--- src/rtl/uart_pkg.sv ---
// uart_pkg
// Shared definitions for the UART transmit arbiter slice.
//   arb_state_t             : arbiter FSM state encoding
//   TIMEOUT_CYCLES_DEFAULT  : default idle-lock timeout, only meaningful when
//                             the arbiter is built with UART_ARB_TIMEOUT_EN
package uart_pkg;

   typedef enum logic [1:0] {
      S_IDLE  = 2'd0,
      S_LOCK  = 2'd1,
      S_FLUSH = 2'd2
   } arb_state_t;

   localparam int TIMEOUT_CYCLES_DEFAULT = 65535;

endpackage

--- src/rtl/rr_pick.sv ---
// rr_pick
// Combinational round-robin picker: searches req starting at the index just
// after prev and wraps around, returning the first set bit.
// Ports:
//   req      : [N-1:0]     request vector
//   prev     : [IDX_W-1:0] index of the previous winner
//   pick     : [N-1:0]     one-hot winner, all-zero when req is empty
//   pick_idx : [IDX_W-1:0] binary index of the winner (prev when req empty)
module rr_pick #(
   parameter int N     = 2,
   parameter int IDX_W = (N > 1) ? $clog2(N) : 1
) (
   input  logic [N-1:0]     req,
   input  logic [IDX_W-1:0] prev,
   output logic [N-1:0]     pick,
   output logic [IDX_W-1:0] pick_idx
);

   // Walk offsets from farthest to nearest so the nearest requester after
   // prev is the last one written and therefore wins.
   always_comb begin
      pick     = '0;
      pick_idx = prev;
      for (int off = N; off >= 1; off--) begin
         if (req[(int'(prev) + off) % N]) begin
            pick                            = '0;
            pick[(int'(prev) + off) % N]    = 1'b1;
            pick_idx                        = IDX_W'((int'(prev) + off) % N);
         end
      end
   end

endmodule

--- src/rtl/uart_tx_arb.sv ---
// uart_tx_arb
// Shares one uart_tx byte interface between NUM_REQ requesters. A requester
// that wins round-robin arbitration keeps the grant for a whole message
// (until its req_last byte has been taken by the uart_tx). Bytes pass through
// a single holding register that drives tx_valid/tx_byte.
// Optional feature: define UART_ARB_TIMEOUT_EN to revoke a grant after
// TIMEOUT_CYCLES cycles in which the owner has nothing to send.
// Ports:
//   clk, rst_n             : clock, asynchronous active-low reset
//   req_valid/ready/last   : [NUM_REQ-1:0] per-requester handshake
//   req_data               : [8*NUM_REQ-1:0] requester i at [8i+7:8i]
//   tx_valid, tx_ready     : handshake towards uart_tx
//   tx_byte                : [7:0] byte towards uart_tx
//   grant                  : [NUM_REQ-1:0] one-hot owner, zero when unowned
//   busy                   : owner present or holding register full
module uart_tx_arb
   import uart_pkg::*;
#(
   parameter int NUM_REQ        = 2,
   parameter int TIMEOUT_CYCLES = TIMEOUT_CYCLES_DEFAULT
) (
   input  logic                 clk,
   input  logic                 rst_n,
   input  logic [NUM_REQ-1:0]   req_valid,
   output logic [NUM_REQ-1:0]   req_ready,
   input  logic [8*NUM_REQ-1:0] req_data,
   input  logic [NUM_REQ-1:0]   req_last,
   output logic                 tx_valid,
   input  logic                 tx_ready,
   output logic [7:0]           tx_byte,
   output logic [NUM_REQ-1:0]   grant,
   output logic                 busy
);

   localparam int IDX_W = $clog2(NUM_REQ);

   if (NUM_REQ < 2 || NUM_REQ > 4 || TIMEOUT_CYCLES < 1) begin : g_bad_params
      $error("uart_tx_arb: NUM_REQ must be 2..4 and TIMEOUT_CYCLES >= 1");
   end

   arb_state_t         state;
   logic [IDX_W-1:0]   rr_ptr;
   logic [NUM_REQ-1:0] rr_pick_oh;
   logic [IDX_W-1:0]   rr_pick_idx;
   logic               owner_valid;
   logic               owner_last;
   logic [7:0]         owner_data;

`ifdef UART_ARB_TIMEOUT_EN
   localparam int CNT_W = $clog2(TIMEOUT_CYCLES + 1);
   logic [CNT_W-1:0]   idle_cnt;
`endif

   rr_pick #(
      .N     (NUM_REQ),
      .IDX_W (IDX_W)
   ) u_rr_pick (
      .req      (req_valid),
      .prev     (rr_ptr),
      .pick     (rr_pick_oh),
      .pick_idx (rr_pick_idx)
   );

   // Select the current owner's request lines; grant is one-hot so at most
   // one iteration contributes.
   always_comb begin
      owner_valid = 1'b0;
      owner_last  = 1'b0;
      owner_data  = 8'h00;
      for (int i = 0; i < NUM_REQ; i++) begin
         if (grant[i]) begin
            owner_valid = req_valid[i];
            owner_last  = req_last[i];
            owner_data  = req_data[8*i +: 8];
         end
      end
   end

   // Only the owner may push, and only into an empty holding register.
   // Because ready looks at the current register contents, a byte can never
   // be loaded in the same cycle the register drains.
   assign req_ready = (state == S_LOCK && !tx_valid) ? grant : '0;
   assign busy      = (|grant) | tx_valid;

   // Arbiter FSM and holding register. tx_byte keeps its last value after
   // being consumed; only tx_valid marks it meaningful.
   always_ff @(posedge clk or negedge rst_n) begin
      if (!rst_n) begin
         state    <= S_IDLE;
         grant    <= '0;
         tx_valid <= 1'b0;
         tx_byte  <= 8'h00;
         rr_ptr   <= IDX_W'(NUM_REQ - 1);
`ifdef UART_ARB_TIMEOUT_EN
         idle_cnt <= '0;
`endif
      end else begin
         case (state)
            S_IDLE: begin
`ifdef UART_ARB_TIMEOUT_EN
               idle_cnt <= '0;
`endif
               if (|req_valid) begin
                  grant  <= rr_pick_oh;
                  rr_ptr <= rr_pick_idx;
                  state  <= S_LOCK;
               end
            end
            S_LOCK: begin
               if (tx_valid) begin
                  if (tx_ready) begin
                     tx_valid <= 1'b0;
                  end
               end else if (owner_valid) begin
                  tx_byte  <= owner_data;
                  tx_valid <= 1'b1;
`ifdef UART_ARB_TIMEOUT_EN
                  idle_cnt <= '0;
`endif
                  if (owner_last) begin
                     state <= S_FLUSH;
                  end
               end
`ifdef UART_ARB_TIMEOUT_EN
               else begin
                  if (idle_cnt == CNT_W'(TIMEOUT_CYCLES - 1)) begin
                     idle_cnt <= '0;
                     grant    <= '0;
                     state    <= S_IDLE;
                  end else begin
                     idle_cnt <= idle_cnt + 1'b1;
                  end
               end
`endif
            end
            S_FLUSH: begin
               if (tx_valid && tx_ready) begin
                  tx_valid <= 1'b0;
                  grant    <= '0;
                  state    <= S_IDLE;
               end
            end
            default: begin
               state    <= S_IDLE;
               grant    <= '0;
               tx_valid <= 1'b0;
            end
         endcase
      end
   end

endmodule
--- config.mk ---
export PLATFORM = sky130hd
export DESIGN_NAME = uart_tx_arb
export DESIGN_NICKNAME = d
export VERILOG_FILES = /design/src/rtl/uart_pkg.sv /design/src/rtl/rr_pick.sv /design/src/rtl/uart_tx_arb.sv
export SDC_FILE = /design/constraint.sdc
export NUM_CORES = 1
export LEC_CHECK = 0
export BUFFER_PORTS_ARGS = -buffer_cell sky130_fd_sc_hd__buf_2
export CAP_MARGIN = 20
export CORE_MARGIN = 2
export CORE_UTILIZATION = 43
export DETAILED_ROUTE_END_ITERATION = 8
export PLACE_DENSITY = 0.87
export SLEW_MARGIN = 10
export SYNTH_ARGS = -nofsm -noshare
export SYNTH_HDL_FRONTEND = slang
export SYNTH_SLANG_ARGS = --single-unit
--- constraint.sdc ---
create_clock -name clk -period 1.81 [get_ports clk]
set_input_delay 0 -clock clk [delete_from_list [all_inputs] [get_ports clk]]
set_output_delay 0 -clock clk [all_outputs]
set_load 0.005 [all_outputs]
==> results.sh <==
export IMPL_cp_top_family="flip-flops"
export IMPL_setup_violations=0
export IMPL_dieHeight_um=45.1
export IMPL_yosys_mux_area_fraction=0.124
export IMPL_syn_instance_count=63
export IMPL_crit_buf_inv=0
export IMPL_core_area_mm2=0.00154
export IMPL_drv_cap=0
export IMPL_max_slew_margin_rel=0.596
export IMPL_p_clk_frac=0.152
export IMPL_synth_cell_types=28
export IMPL_min_path_type="primary input to flop"
export IMPL_synth_compound_area_frac=0.229
export IMPL_path_class="flop to flop"
export IMPL_critPathCaptureType="flop"
export IMPL_nets=127
export IMPL_cts_made_buffers=3
export IMPL_synth_seq_area_share=0.484
export IMPL_syn_area_um2=727
export IMPL_net_switching_power_uw=517
export IMPL_synth_seq_cells=14
export IMPL_layout_commonest_cell="buf_2"
export IMPL_cp_max_fo=9
export IMPL_cp_slowest_cell="dfrtp_1"
export IMPL_p_sw_frac=0.354
export IMPL_antenna_found_initial=0
export IMPL_power_density_mw_per_mm2=1500
export IMPL_clk_pin_slew_worst_paths_ns=0.09
export IMPL_synth_main_ff_cell="dfrtp_1"
export IMPL_cts_tree="built"
export IMPL_synth_xor_area_frac=0
export IMPL_required_ns=1.97
export IMPL_crit_chain="nor3b_2, a21boi_4, mux2_2"
export IMPL_ctsHtreeMaxLevel=1
export IMPL_clock_skew_final_ns=0.00286
export IMPL_wl_met1_um=741
export IMPL_synth_edf_count=0
export IMPL_cp_data_arrival_time_ns=1.74
export IMPL_grt_start_max_net_pins=15
export IMPL_dr_max_layer_used="met4"
export IMPL_ir_drop_v=0.000934
export IMPL_power_leakage_nw=0.501
export IMPL_synthSimpleGateAreaFrac=0.138
export IMPL_drive_gt1_frac=0.515
export IMPL_ys_async_sr_fraction=1.00
export IMPL_ant_nets=0
export IMPL_met2_length_um=944
export IMPL_placed_area_um2=920
export IMPL_setup_tns_ns=0
export IMPL_grt_ovfl_total=0
export IMPL_dr_pass1_iters=4
export IMPL_hold_viol_final=0
export IMPL_synth_top_family_by_area="compound AO/OA/AOI/OAI gates"
export IMPL_critPathMaxStageDelay_ns=0.46
export IMPL_post_drt_wl_per_cell_um=15.2
export IMPL_drt_iter0_drc=18
export IMPL_post_route_drc_count=0
export IMPL_post_route_min_period_ns=1.58
export IMPL_grt_util_all_layers=0.184
export IMPL_gp_congestion=0.711
export IMPL_mostFrequentLayoutCells="buf_2, dfrtp_1, a22o_1, mux2_2, nor2_1"
export IMPL_synthAdderAreaFrac=0
export IMPL_rsz0062_at_grt="false"
export IMPL_routed_wl_mm=1.81
export IMPL_synth_warnings=0
export IMPL_tightest_slew_ns=0.605
export IMPL_port_buffers=36
export IMPL_clock_root_buffer="clkbuf_4"
export IMPL_cts_path_max_buffers=2
export IMPL_rows=14
export IMPL_finalCritPeriodShare=0.874
export IMPL_internal_power_uw=943
export IMPL_seqPwrFrac=0.384
export IMPL_die_w_um=45.1
export IMPL_grt_pass1_wl_mm=2.80
export IMPL_start_util=0.472
export IMPL_cp_start_kind="flop"
export IMPL_cts_sinks=14
export IMPL_maxSlewViolCount=0
export IMPL_synth_fp_nets=86
export IMPL_io_pins=37
export IMPL_vias=690
export IMPL_finalHoldWorstSlack_ns=0.0460
export IMPL_status="complete, no violations"
export IMPL_avgSynthCellArea_um2=11.5
export IMPL_fmax_mhz=632
export IMPL_clkLatencyLatePin_ns=0.27
export IMPL_design_die_area_mm2=0.00204
export IMPL_wl_met3_um=89
export IMPL_syn2layout_area_growth_pct=34.3
export IMPL_diodes=0
export IMPL_grt_pass1_vias=701
export IMPL_fin_area_um2=976
export IMPL_nFillCells=132
export IMPL_p_comb_frac=0.464
export IMPL_vias_per_cell=5.80
## worst paths after layout
path	startpoint	to	slack, ns	cells past startpoint
hold / removal	req_valid[1]	rr_ptr	0.05	3
min in group asynchronous	rst_n	state[1]	0.14	2
max in group asynchronous	rst_n	rr_ptr	1.39	2
setup reg to reg	state[0]	tx_byte[4]	0.23	3
setup / recovery	state[0]	tx_byte[4]	0.23	3
hold reg to reg	tx_byte[5]	tx_byte[5]	0.50	1
## cell families after synthesis
| family | Yosys count |
|---|---|
| compound gates | 20 |
| simple gates | 17 |
| flops | 14 |
| mux | 8 |
| buf+inv | 4 |
## through the flow
step / instances / util / power (mW) / worst slack [ns]
3_5_place_dp: 113 / 0.597 / 1.24 / 0.257
6_report: 119 / 0.633 / 1.46 / 0.229
4_1_cts: 119 / 0.633 / 1.45 / 0.228
2_1_floorplan: 63 / - / 0.993 / 0.412
5_1_grt: 119 / 0.633 / 1.56 / 0.149
3_3_place_gp: 113 / 0.597 / 1.20 / 0.325
## power groups by stage
stage	clock (mW)	sequential (mW)	combinational [mW]
final	0.222	0.561	0.678
after global routing	0.237	0.583	0.738
after CTS	0.221	0.556	0.678
after detailed placement	0	0.563	0.673
after global placement	0	0.554	0.642
after floorplan	0	0.541	0.452
## worst register-to-register path, cell delays in order (launching register included)
cell and delay (ns):
dfrtp_1 0.46, nor3b_2 0.27, a21boi_4 0.37, mux2_2 0.38
## repair_timing
action | 4_1_cts | 5_1_grt
setup buffers | 0 | 0
resized for setup | 0 | 0
endpoints found under the hold margin | 15 | 0
hold buffers | 2 | 0
## flip-flops by register name (all words and copies together) (netlist names)
signal    count
tx_byte       8
tx_valid      1
grant         2
rr_ptr        1
state         2
## cell usage after synthesis, types with 2 or more instances
| master | number | area share |
|---|---|---|
| nand2b_1 | 2 | 0.017 |
| nand2_1 | 2 | 0.010 |
| dfrtp_1 | 13 | 0.45 |
| a21oi_1 | 3 | 0.021 |
| clkbuf_1 | 2 | 0.010 |
| and2_1 | 2 | 0.017 |
| a22o_1 | 8 | 0.096 |
| mux2_2 | 7 | 0.11 |
| nor2_1 | 4 | 0.021 |
| a32o_1 | 2 | 0.028 |
## per-layer routing
layer | GRT usage | vias to the layer above
li1 | - | 318
met3 | 0.0120 | 4
met1 | 0.222 | 334
met2 | 0.334 | 34
met4 | 0.0765 | 0
met5 | 0 | -
## layout make-up
class | count | area, µm² | share of cell area
Inverter | 1 | 3.75 | 0.00385
Sequential cell | 14 | 352 | 0.360
Clock buffer | 4 | 36.3 | 0.0372
Tap cell | 16 | 20.0 | 0.0205
Multi-Input combinational cell | 45 | 357 | 0.365
Timing Repair Buffer | 39 | 208 | 0.213
No activity file was read; power rests on OpenSTA's default activity.
